### src/rtl/hex_text_to_value.sv
// Hex text entry parser: turns a stream of OSD font codes into a right-aligned binary value.
// Define HEX_TEXT_BACKSPACE_EN to make BS_CODE delete the most recent digit.
module hex_text_to_value #(
  parameter int          DIGITS    = 8,
  parameter logic [7:0]  TERM_CODE = 8'd1,
  parameter logic [7:0]  BS_CODE   = 8'd2
) (
  input  logic                         clk,
  input  logic                         reset_n,
  input  logic                         clear,
  input  logic [7:0]                   char_in,
  input  logic                         char_valid,
  output logic                         char_ready,
  output logic [4*DIGITS-1:0]          value,
  output logic                         value_valid,
  output logic                         err,
  output logic [1:0]                   err_code,
  output logic [$clog2(DIGITS+1)-1:0]  digit_count
);
  localparam int W  = 4*DIGITS;
  localparam int CW = $clog2(DIGITS+1);

  typedef enum logic [1:0] {S_ACCUM, S_DONE, S_ERR} state_t;
  typedef enum logic [2:0] {OP_NONE, OP_PUSH, OP_COMMIT, OP_POP, OP_FAIL} op_t;

  state_t       state;
  logic [W-1:0] acc;
  logic         is_hex;
  logic [3:0]   nib;
  op_t          op;
  logic [1:0]   fail_code;
  logic         accept;

  assign accept = char_valid && char_ready;

  always_comb begin
    is_hex = 1'b0;
    nib    = 4'd0;
    if (char_in >= 8'd16 && char_in <= 8'd25) begin
      is_hex = 1'b1;
      nib    = 4'(char_in - 8'd16);
    end else if (char_in >= 8'd33 && char_in <= 8'd38) begin
      is_hex = 1'b1;
      nib    = 4'(char_in - 8'd23);
    end
  end

  // Decide what an accepted character does; the register block just applies it.
  always_comb begin
    op        = OP_NONE;
    fail_code = 2'd0;
    if (state == S_ACCUM && accept) begin
      if (is_hex) begin
        if (digit_count < CW'(DIGITS)) op = OP_PUSH;
        else begin op = OP_FAIL; fail_code = 2'd2; end
      end else if (char_in == TERM_CODE) begin
        if (digit_count != '0) op = OP_COMMIT;
        else begin op = OP_FAIL; fail_code = 2'd3; end
      end else if (char_in == BS_CODE) begin
`ifdef HEX_TEXT_BACKSPACE_EN
        op = OP_POP;
`else
        op = OP_FAIL; fail_code = 2'd1;
`endif
      end else begin
        op = OP_FAIL; fail_code = 2'd1;
      end
    end
  end

  always_ff @(posedge clk or negedge reset_n) begin
    if (!reset_n) begin
      state       <= S_ACCUM;
      acc         <= '0;
      digit_count <= '0;
      value       <= '0;
      value_valid <= 1'b0;
      err         <= 1'b0;
      err_code    <= 2'd0;
      char_ready  <= 1'b1;
    end else begin
      value_valid <= 1'b0;
      err         <= 1'b0;
      if (clear) begin
        state       <= S_ACCUM;
        acc         <= '0;
        digit_count <= '0;
        char_ready  <= 1'b1;
      end else begin
        case (state)
          S_ACCUM: begin
            case (op)
              OP_PUSH: begin
                acc         <= {acc[W-5:0], nib};
                digit_count <= digit_count + CW'(1);
              end
`ifdef HEX_TEXT_BACKSPACE_EN
              OP_POP: begin
                // Backspace on an empty entry is silently consumed.
                if (digit_count != '0) begin
                  acc         <= acc >> 4;
                  digit_count <= digit_count - CW'(1);
                end
              end
`endif
              OP_COMMIT: begin
                value       <= acc;
                value_valid <= 1'b1;
                state       <= S_DONE;
                char_ready  <= 1'b0;
                acc         <= '0;
                digit_count <= '0;
              end
              OP_FAIL: begin
                err_code    <= fail_code;
                err         <= 1'b1;
                state       <= S_ERR;
                char_ready  <= 1'b0;
                acc         <= '0;
                digit_count <= '0;
              end
              default: ;
            endcase
          end
          S_DONE, S_ERR: begin
            state       <= S_ACCUM;
            char_ready  <= 1'b1;
            acc         <= '0;
            digit_count <= '0;
          end
          default: begin
            state      <= S_ACCUM;
            char_ready <= 1'b1;
          end
        endcase
      end
    end
  end
endmodule
### config.mk
export PLATFORM = sky130hd
export DESIGN_NAME = hex_text_to_value
export DESIGN_NICKNAME = d
export VERILOG_FILES = /design/src/rtl/hex_text_to_value.sv
export SDC_FILE = /design/constraint.sdc
export NUM_CORES = 1
export LEC_CHECK = 0
export ABC_CLOCK_PERIOD_IN_PS = 5350
export BUFFER_PORTS_ARGS = -buffer_cell sky130_fd_sc_hd__buf_2
export CORE_MARGIN = 1.5
export CORE_UTILIZATION = 40
export DETAILED_ROUTE_END_ITERATION = 8
export PLACE_DENSITY = 0.58
export REMOVE_ABC_BUFFERS = 1
export SLEW_MARGIN = 30
export SYNTH_ARGS = -nofsm -noshare
export SYNTH_HDL_FRONTEND = slang
export SYNTH_SLANG_ARGS = --single-unit
### constraint.sdc
create_clock -name clk -period 5.35 [get_ports clk]
set_input_delay 1.07 -clock clk [delete_from_list [all_inputs] [get_ports clk]]
set_output_delay 1.07 -clock clk [all_outputs]
set_load 0.02 [all_outputs]
* Yosys cells after proc, flatten, opt, wreduce, memory -nomap -nowiden *
Index checks and enable logic that the tools add are counted.

word-level totals
  output and inout bits = 41
  input port bits = 12
  register bits = 75
  word-level logic and storage cells = 70

cells by class
  add/sub/neg operators = 3
  order comparisons = 5
  reduce and logical (&&, ||, !) cells = 12
  bitwise logic cells = 1
  muxes and demuxes = 32
  eq/ne operators = 9

operators by type and width
  kind                                                                                  count
  32-bit one-hot mux with 2 select lines                                                2
  32-bit two-way mux                                                                    1
  4-bit one-hot mux with 2 select lines                                                 2
  3-bit two-way mux                                                                     5
  2-bit two-way mux                                                                     7
  4-bit two-way mux                                                                     3
  1-bit two-way mux                                                                     11
  8-bit by 1-bit equality test with 1-bit output (second input constant)                1
  8-bit by 5-bit greater-or-equal comparator with 1-bit output (second input constant)  1
  8-bit by 6-bit greater-or-equal comparator with 1-bit output (second input constant)  1
  8-bit by 5-bit <= comparator with 1-bit output (second input constant)                1
  8-bit by 6-bit <= comparator with 1-bit output (second input constant)                1
  3-bit AND reduction                                                                   2
  4-bit by 1-bit adder with 4-bit output (second input constant)                        1
  1-bit logical AND                                                                     4
  4-bit less-than comparator (second input constant)                                    1
  4-bit by 2-bit inequality test with 1-bit output (second input constant)              1
  4-bit by 3-bit inequality test with 1-bit output (second input constant)              1
  2-bit one-hot mux with 2 select lines                                                 1
  4-bit nonzero test                                                                    1
  2-bit OR reduction                                                                    2
  4-bit by 1-bit subtractor with 4-bit output (second input constant)                   1
  4-bit by 3-bit subtractor with 4-bit output (second input constant)                   1
  3-bit by 1-bit equality test with 1-bit output (second input constant)                1
  9 further kinds                                                                       9

* Depth between registers and ports, before layout *
Gate-level depths: netlist of run 1.

  word-level depth = 11
  mapped depth = 9
  mapped depth without buffers = 7

* Worst setup path before layout of run 1 *
No wires, ideal clock.

  path kind = input -> register
  from = in char_in[4]
  to = reg value[0]
  setup time = 0.125 ns
  path buffers = 2
  stages on the path = 6
  setup slack = 2.654 ns
  data required time = 5.225 ns
  arrival = 2.571 ns
  cell sequence = or4_4 a2111oi_4 nand2b_1 buf_6 buf_6 mux2_4

between the ends
  word-level cells in the longest chain between the ends = 8
  elaborated cells between the ends (all ways) = 14
  classes of those cells = order compare: 4; eq/ne: 2; mux: 5; reduce/logical: 3

RTL lines
  item                                                                                                                            RTL line  text
  start: declaration                                                                                                              11        input logic [7:0] char_in,
  8-bit by 6-bit greater-or-equal comparator with 1-bit output or 8-bit by 6-bit <= comparator with 1-bit output (tied branches)  42        end else if (char_in >= 8'd33 && char_in <= 8'd38) begin
  1-bit logical AND                                                                                                               42
  1-bit two-way mux                                                                                                               42
  1-bit two-way mux                                                                                                               39        if (char_in >= 8'd16 && char_in <= 8'd25) begin
  3-bit two-way mux *                                                                                                             53        if (is_hex) begin
  3-bit two-way mux *                                                                                                             52        if (state == S_ACCUM && accept) begin
  3-bit by 2-bit equality test with 1-bit output *                                                                                92        case (op)
  3-bit AND reduction (no source line) *                                                                                          --
  end signal: assignment                                                                                                          76        value <= '0;
  end signal: assignment                                                                                                          107       value <= acc;
  end: declaration                                                                                                                14        output logic [4*DIGITS-1:0] value,

Every way passes the cells marked *; elsewhere a longest branch is shown, timed or not.
A chain may end at the register's enable or synchronous reset.

* Worst setup path in the final report of run 1 *
  from = in char_in[3]
  to = reg acc[21]

between the ends
  word-level cells in the longest chain between the ends = 11
  elaborated cells between the ends (all ways) = 21
  classes of those cells = order compare: 4; eq/ne: 5; mux: 8; reduce/logical: 4

RTL lines
  item                                                                                                                            RTL line  text
  8-bit by 6-bit greater-or-equal comparator with 1-bit output or 8-bit by 6-bit <= comparator with 1-bit output (tied branches)  42
  1-bit logical AND                                                                                                               42
  1-bit two-way mux                                                                                                               42
  1-bit two-way mux                                                                                                               39
  3-bit two-way mux *                                                                                                             53
  3-bit two-way mux *                                                                                                             52
  3-bit equality test or 3-bit by 2-bit equality test with 1-bit output (tied branches)                                           92
  2-bit OR reduction (no source line)                                                                                             --
  32-bit one-hot mux with 2 select lines                                                                                          92
  32-bit one-hot mux with 2 select lines                                                                                          90        case (state)
  32-bit two-way mux                                                                                                              84        if (clear) begin
  end signal: assignment                                                                                                          94        acc <= {acc[W-5:0], nib};
  end: declaration                                                                                                                27        logic [W-1:0] acc;

Marks and branches as above.

==> impl_metrics.toml, run 1 <==
[outcome]
outcome = "finished clean"

[floorplan]
rows = 32
die_w_um = 91.5
initial_core_util = 0.410
design.die.area_mm2 = 0.00838
io_pins = 53
coreArea_mm2 = 0.00765
die_h_um = 91.5

[routing]
firstDrtPassIters = 4
drc = 0
via_per_inst = 4.97
routed_wl_um = 5390
ant_nets = 0
drt-wirelength-per-cell_um = 14.3
vias = 1874
drt_iter0_drc = 56

[setup_path]
crit_arrival_ps = 3280
crit_fanout = 20
endpoint_kind = "flop"
rrSetupSlack_ps = 2820
crit_type = "in -> reg"
start_kind = "input port"
reg2reg_from = "state[0]$_DFFE_PN0P_"
r2r_cells = 7
worstPathRequired_ps = 5630
r2r_end = "acc[21]$_DFFE_PN0P_"

[clock_tree]
cts_resized = 0
clock_sinks = 75
cts_setup_buffers = 0
cts.hold.buffers_added = 0
numCtsBuffers = 9
clock_tree.root_cell = "clkbuf_8"
htreeDepth = 3
cts.clk_slew.worst_paths_ps = 80
cts_tree = "yes"
clk_latency_ps = 340
cts_buffer_depth = 2

[min_path]
min_to = "value[28]$_DFFE_PN0P_"
holdPathStages = 1
hold_class = "reg -> reg"
min_from = "value[28]$_DFFE_PN0P_"

[synthesis]
syn_inst = 216
synth.avg_cell_area_um2 = 14.5
synth.distinct_cells = 35
synth_area_leader_cell = "dfrtp_1"
synth_seq_cells = 75
synth_warnings = 0
synth-main-ff-cell = "dfrtp_1"
synth_edf_count = 0
mappedNetlistArea_mm2 = 0.00314
synth_top_area_frac = 0.591
synth.area.top_cells = "dfrtp_1 59%, mux2_2 10%, a22o_1 9.5%, mux2_4 2.9%, buf_6 2.5%"
ys_seq_area_frac = 0.599
async_flop_share = 1.00

[power]
p_sw_uw = 256
power_density_mw_per_mm2 = 315
intPower_uw = 915
sw_frac_of_total = 0.218
peakVddDrop_mv = 0.144
pwr-share-seq = 0.491
p_leak_nw = 1.95
clkPwrFrac = 0.451
p_comb_frac = 0.057

[sta]
max_slew_margin = 0.457
final-setup-viol-count = 0
postLayoutSetupSlackWorst_ps = 2350
slew_violations = 0
fin_skew_ps = 10.2
timing.fmax_mhz = 333
tightest_slew_ps = 809
period_share = 0.560
final.setup.tns_ps = 0
final.min_clock_period_ps = 3000
final-hold-violation-count = 0
rsz0062_at_grt = "no"

[grt]
antenna_found_initial = 0
grt_pass1_vias = 1872
grt_use_total = 0.142
grt_overflow = 0
grt_pass1_wl_um = 9200
grt_max_degree = 76

[layout]
fin_nets = 288
drive_gt1_frac = 0.422
n_fill_cell = 701
syn_to_final_growth_pct = 18.4
antenna_cells = 0

[placed_design]
place_congestion = 0.726
post-place-ws_ps = 1980
io_buffers = 52
dp_hpwl_um = 3440

[run]
drv_cap = 0
==> power groups by stage <==
| stage | registers (mW) | logic [mW] | clock network (mW) |
|---|---|---|---|
| after floorplan | 0.592 | 0.0302 | 0 |
| after global placement | 0.587 | 0.0678 | 0 |
| after detailed placement | 0.587 | 0.0681 | 0 |
| after CTS | 0.576 | 0.0685 | 0.540 |
| after global routing | 0.576 | 0.0764 | 0.569 |
| final | 0.575 | 0.0672 | 0.529 |
==> worst max-delay path by stage <==
stage                    start                    endpoint  cells past startpoint
floorplan           char_valid  digit_count[0]$_DFFE_PN0P_                      3
global placement    char_in[3]        value[1]$_DFFE_PN0P_                      5
detailed placement  char_in[3]  digit_count[3]$_DFFE_PN0P_                      7
CTS                 char_in[3]         acc[21]$_DFFE_PN0P_                      7
global route        char_in[3]         acc[21]$_DFFE_PN0P_                      7
finish              char_in[3]         acc[21]$_DFFE_PN0P_                      7
==> area by class of cell <==
class                           instances  area, um^2  share of cell area
Inverter                               10        37.5              0.0101
Multi-Input combinational cell        120        1140               0.307
Tap cell                              102         128              0.0344
Clock buffer                           10         138              0.0371
Sequential cell                        75        1880               0.506
Timing Repair Buffer                   54         282              0.0758
Clock inverter                          6         113              0.0303
==> Yosys cell counts, types with 2 or more instances <==
| cell type | count |
|---|---|
| dfrtp_1 | 74 |
| a22o_1 | 34 |
| mux2_2 | 28 |
| inv_1 | 10 |
| buf_6 | 7 |
| ha_1 | 6 |
| mux2_4 | 6 |
| o21ai_0 | 6 |
| nor2_1 | 5 |
| clkbuf_1 | 4 |
| nand2_1 | 4 |
| nand2b_1 | 4 |
| and3_1 | 2 |
| nand3_1 | 2 |
| nor2b_1 | 2 |
| nor3_1 | 2 |
| xnor2_1 | 2 |
==> worst max-delay path, cell delays in order <==
cell	delay [ps]
buf_2	130
or4_4	550
nor2b_2	180
a31oi_4	160
nor4_4	640
buf_4	370
a22o_1	170
==> placed cells by master, fill, tap and decap left out, drive strengths merged, types with 2 or more instances in the layout <==
master / n
mux2: 34
ha: 6
a22o: 34
a21oi: 2
nand2b: 4
inv: 10
a2111oi: 2
nand2: 4
nand3: 2
nor2b: 3
clkbuf: 10
nor2: 5
nor3: 2
xnor2: 2
bufinv: 3
buf: 54
dfrtp: 74
and3: 2
o21ai: 6
clkinvlp: 3
==> cell families after synthesis <==
kind of cell,Yosys count,share of synthesized area
AO/OA/AOI/OAI,50,0.142
buffers and inverters,21,0.0419
XOR/XNOR,2,0.00559
adder cells (fa/ha/maj),6,0.0239
flip-flops,75,0.599
multiplexers,34,0.129
AND/OR/NAND/NOR,28,0.0583
==> routing by layer <==
layer	global-route usage	vias up	share of wire	wire length [um]
li1	-	889	-	-
met1	0.196	931	0.50	2710
met2	0.201	43	0.43	2330
met3	0.0385	11	0.044	239
met4	0.0781	0	0.021	114
met5	0	-	0	0
==> sequential cells by signal (all words and copies together), names as in the netlist <==
| name | flops |
|---|---|
| char_ready | 1 |
| acc | 32 |
| value | 32 |
| err | 1 |
| err_code | 2 |
| state | 2 |
| value_valid | 1 |
| digit_count | 4 |
==> stage by stage <==
stage,power [mW],util,hold slack [ps],std cells,area [um^2]
floorplan,0.622,-,469,205,3040
global placement,0.654,0.452,482,361,3450
detailed placement,0.655,0.452,489,361,3450
CTS,1.18,0.484,507,377,3700
global route,1.22,0.486,517,377,3710
finish,1.17,0.486,502,377,3710
No activity file was read; power rests on OpenSTA's default activity.
==> inputs of run 2 (changes only) <==
ABC_CLOCK_PERIOD_IN_PS = 2900   (was 5350)
clock period = 2.9 ns   (was 5.35 ns; I/O delays follow)
==> impl_metrics.toml, run 2 (synthesis gave the netlist of run 1 again) <==
[run]
drv_cap = 0

[clock_tree]
cts_tree = "yes"
cts_setup_buffers = 0
cts.clk_slew.worst_paths_ps = 80
clk_latency_ps = 340
numCtsBuffers = 9
cts_resized = 0
htreeDepth = 3
cts.hold.buffers_added = 0
clock_tree.root_cell = "clkbuf_8"
clock_sinks = 75
cts_buffer_depth = 2

[grt]
met1_usage = 0.196
busiest_layer = "met2"
grt_pass1_vias = 1861
grt_overflow = 0
antenna_found_initial = 0
grt_max_degree = 76
grtUsageMet3 = 0.0343
grt_pass1_wl_um = 9140
use_met2 = 0.201
grt_use_total = 0.140

[sta]
tightest_slew_ps = 666
max_slew_margin = 0.556
final-hold-violation-count = 0
final.min_clock_period_ps = 2190
slew_violations = 0
timing.fmax_mhz = 457
fin_skew_ps = 12.9
final-setup-viol-count = 0
period_share = 0.755
rsz0062_at_grt = "no"

[setup_path]
crit_fanout = 33
cp_top_family = "simple AND/OR/NAND/NOR gates"
crit_arrival_ps = 2410
endpoint_kind = "flop"
path_cells = "inv_1 > ha_1 > nor2b_1 > nand3_1 > nand2b_2 > buf_4 > mux2_4"
worstPathRequired_ps = 3120
cp-endpoint = "value[0]$_DFFE_PN0P_"
r2r_end = "value[0]$_DFFE_PN0P_"
cp_slowest_cell = "dfrtp_1"
reg2reg_from = "state[0]$_DFFE_PN0P_"
crit_start = "state[0]$_DFFE_PN0P_"
crit_buf_inv = 2
max_stage_delay_ps = 390
crit_cells = 7
rrSetupSlack_ps = 710
crit_type = "reg -> reg"
start_kind = "flop"
r2r_cells = 7

[floorplan]
initial_core_util = 0.410
design.die.area_mm2 = 0.00838
rows = 32
coreArea_mm2 = 0.00765
die_h_um = 91.5
die_w_um = 91.5
io_pins = 53

[routing]
routed_wl_um = 5400
ant_nets = 0
drt-wirelength-per-cell_um = 14.3
via_per_inst = 4.99
drc = 0
drt_iter0_drc = 69
vias = 1893
firstDrtPassIters = 4

[placed_design]
dp_hpwl_um = 3410
dp.cells = 363
place_congestion = 0.741
io_buffers = 52

[layout]
final_cell_mix = "74 x dfrtp_1, 51 x buf_2, 34 x a22o_1"
syn_to_final_growth_pct = 16.8
drive_gt1_frac = 0.426
fin_cells = 379
fin_nets = 290
n_fill_cell = 703
final_common_cell = "dfrtp_1"
top_regs = "acc (32), value (32), digit_count (4)"
antenna_cells = 0

[power]
power_density_mw_per_mm2 = 534
p_leak_nw = 1.94
power.total_mw = 1.96
peakVddDrop_mv = 0.254

[min_path]
hold_class = "in -> async"

[outcome]
outcome = "finished clean"
==> run 2: worst register-to-register path, cell delays in order (launching register included) <==
cell      delay [ps]
dfrtp_1          390
inv_1             60
ha_1             170
nor2b_1          290
nand3_1          280
nand2b_2         260
buf_4            270
mux2_4           370
==> run 2: worst min path at each step <==
stage,from,end,slack [ps]
2_1_floorplan,reset_n,acc[0]$_DFFE_PN0P_,280
3_3_place_gp,acc[28]$_DFFE_PN0P_,acc[28]$_DFFE_PN0P_,480
3_5_place_dp,value[8]$_DFFE_PN0P_,value[8]$_DFFE_PN0P_,490
4_1_cts,reset_n,value[28]$_DFFE_PN0P_,410
5_1_grt,reset_n,value[28]$_DFFE_PN0P_,300
6_report,reset_n,value[28]$_DFFE_PN0P_,240
==> run 2: routing by layer <==
| metal | vias to the layer above | part of all wire |
|---|---|---|
| met4 | 0 | 0.019 |
| met1 | 940 | 0.50 |
| met3 | 10 | 0.040 |
| met5 | - | 0 |
| li1 | 900 | - |
| met2 | 43 | 0.44 |
==> run 2: cell type report <==
type,instances,area [um^2],area share
clock inverters,7,66.3,0.0181
repair buffers,56,297,0.0809
clock buffers,9,124,0.0338
well taps,102,128,0.0348
flip-flops and latches,75,1880,0.513
inverters,10,37.5,0.0102
multi-input cells,120,1130,0.309
==> run 2: where the power goes <==
part	internal, mW	switching [mW]
registers	1.06	0.00507
clock network	0.394	0.377
logic	0.0376	0.0875
total	1.49	0.470
==> run 2: stage by stage <==
step	cell area, um^2	setup slack (ps)	utilization	TNS, ps	hold slack [ps]
floorplan	3040	-236	-	-6440	284
global route	3660	565	0.479	0	304
global placement	3470	464	0.454	0	484
detailed placement	3470	450	0.454	0	488
finish	3660	711	0.479	0	239
CTS	3660	701	0.479	0	408
==> inputs of run 3 (changes only) <==
ABC_CLOCK_PERIOD_IN_PS = 1900   (was 2900)
PLACE_DENSITY = 0.6   (was 0.58)
clock period = 1.9 ns   (was 2.9 ns; I/O delays follow)
==> impl_metrics.toml, run 3 (synthesis gave the netlist of run 1 again) <==
[placed_design]
post-place-ws_ps = -313
dp_hpwl_um = 3890
place_congestion = 0.759
io_buffers = 52
post_dp_cell_area_mm2 = 0.00367

[sta]
fin_skew_ps = 13.0
final.min_clock_period_ps = 1870
period_share = 0.984
max_slew_margin = 0.689
final.setup.tns_ps = 0
final-hold-violation-count = 0
slew_violations = 0
postLayoutSetupSlackWorst_ps = 30.2
timing.fmax_mhz = 535
rsz0062_at_grt = "yes"
final-setup-viol-count = 0
tightest_slew_ps = 466

[power]
power.total_mw = 3.26
p_leak_nw = 2.13
intPower_mw = 2.53
pwr-share-seq = 0.498
clkPwrFrac = 0.428
sw_frac_of_total = 0.225
p_comb_frac = 0.074
peakVddDrop_mv = 0.335
p_sw_uw = 732
power_density_mw_per_mm2 = 814

[floorplan]
design.die.area_mm2 = 0.00838
io_pins = 53
die_h_um = 91.5
initial_core_util = 0.410
die_w_um = 91.5
coreArea_mm2 = 0.00765
rows = 32

[routing]
ant_nets = 0
routed_wl_um = 5730
drt-wirelength-per-cell_um = 14.2
vias = 2003
drc = 0
via_per_inst = 4.96
firstDrtPassIters = 4
drt_iter0_drc = 76

[setup_path]
cp_top_family = "simple AND/OR/NAND/NOR gates"
rrSetupSlack_ps = 40
worstPathRequired_ps = 2180
cp_common_cell = "buf_4"
start_kind = "input port"
path_cells = "buf_2 > or4_4 > buf_4 > nor2b_4 > a31oi_4 > nor4_4 > buf_4 > clkbuf_16 > a22o_1"
crit_arrival_ps = 2150
crit_buf_inv = 4
crit_type = "in -> reg"
crit_fanout = 7
cp_slowest_cell = "or4_4"
endpoint_kind = "flop"
max_stage_delay_ps = 550

[layout]
drive_gt1_frac = 0.480
syn_to_final_growth_pct = 27.6
top_regs = "acc (32), value (32), digit_count (4)"
final_core_util = 0.523
antenna_cells = 0
final_cell_mix = "74 x dfrtp_1, 51 x buf_2, 34 x a22o_1"
final_common_cell = "dfrtp_1"
finalInstanceArea_mm2 = 0.00400
fin_nets = 315

[clock_tree]
cts.clk_slew.worst_paths_ps = 80
clk_latency_ps = 340
htreeDepth = 3
cts_tree = "yes"
clock_sinks = 75
clock_tree.root_cell = "clkbuf_8"
numCtsBuffers = 9
cts_buffer_depth = 2

[grt]
grt_max_degree = 37
grt_overflow = 0
grt_pass1_vias = 2004
grt_pass1_wl_um = 9830
grt_use_total = 0.150
antenna_found_initial = 0

[min_path]
hold_class = "in -> reg"

[run]
drv_cap = 0

[outcome]
outcome = "finished clean"
==> run 3: through the flow <==
| step | hold slack, ps | instances |
|---|---|---|
| final | 459 | 404 |
| after CTS | 434 | 399 |
| after global routing | 468 | 404 |
| after global placement | 369 | 382 |
| after floorplan | 84.4 | 205 |
| after detailed placement | 372 | 382 |
==> run 3: final timing paths <==
check	start	end	cells past startpoint
worst max-delay path	char_in[4]	acc[6]$_DFFE_PN0P_	9
worst min register to register	value[25]$_DFFE_PN0P_	value[25]$_DFFE_PN0P_	1
worst min-delay path	clear	char_ready$_DFFE_PN1P_	4
min in group asynchronous	reset_n	value[24]$_DFFE_PN0P_	2
max in group asynchronous	reset_n	value[9]$_DFFE_PN0P_	3
worst max register to register	state[0]$_DFFE_PN0P_	acc[6]$_DFFE_PN0P_	9
==> run 3: power groups by stage <==
| stage | logic (mW) | clock network (mW) | registers [mW] |
|---|---|---|---|
| 6_report | 0.241 | 1.40 | 1.62 |
| 2_1_floorplan | 0.0850 | 0 | 1.67 |
| 5_1_grt | 0.269 | 1.50 | 1.62 |
| 3_5_place_dp | 0.228 | 0 | 1.65 |
| 3_3_place_gp | 0.227 | 0 | 1.65 |
| 4_1_cts | 0.231 | 1.43 | 1.62 |
==> run 3: timing repair <==
action | 4_1_cts | 5_1_grt
hold buffers | 1 | 0
setup buffers | 0 | 3
setup endpoints to repair | 0 | 19
hold endpoints to repair | 25 | 0
gates resized for setup | 0 | 7
==> run 3: final cells by class <==
| cell class | count | area, um^2 |
|---|---|---|
| clock buffers | 11 | 151 |
| flip-flops and latches | 75 | 1880 |
| inverters | 10 | 37.5 |
| fillers | 665 | 3650 |
| well taps | 102 | 128 |
| clock inverters | 5 | 82.6 |
| repair buffers | 81 | 571 |
| multi-input cells | 120 | 1150 |
==> run 3: layer usage <==
metal | share of wire | vias to the layer above | GRT usage
met1 | 0.49 | 998 | 0.213
met2 | 0.45 | 47 | 0.220
met5 | 0 | - | 0
met3 | 0.039 | 9 | 0.0352
li1 | - | 949 | -
met4 | 0.017 | 0 | 0.0625
==> run 3: worst min-delay path, stage by stage <==
cell and delay, ps:
buf_2 120, nor2b_4 50, buf_4 130, o21ai_0 80
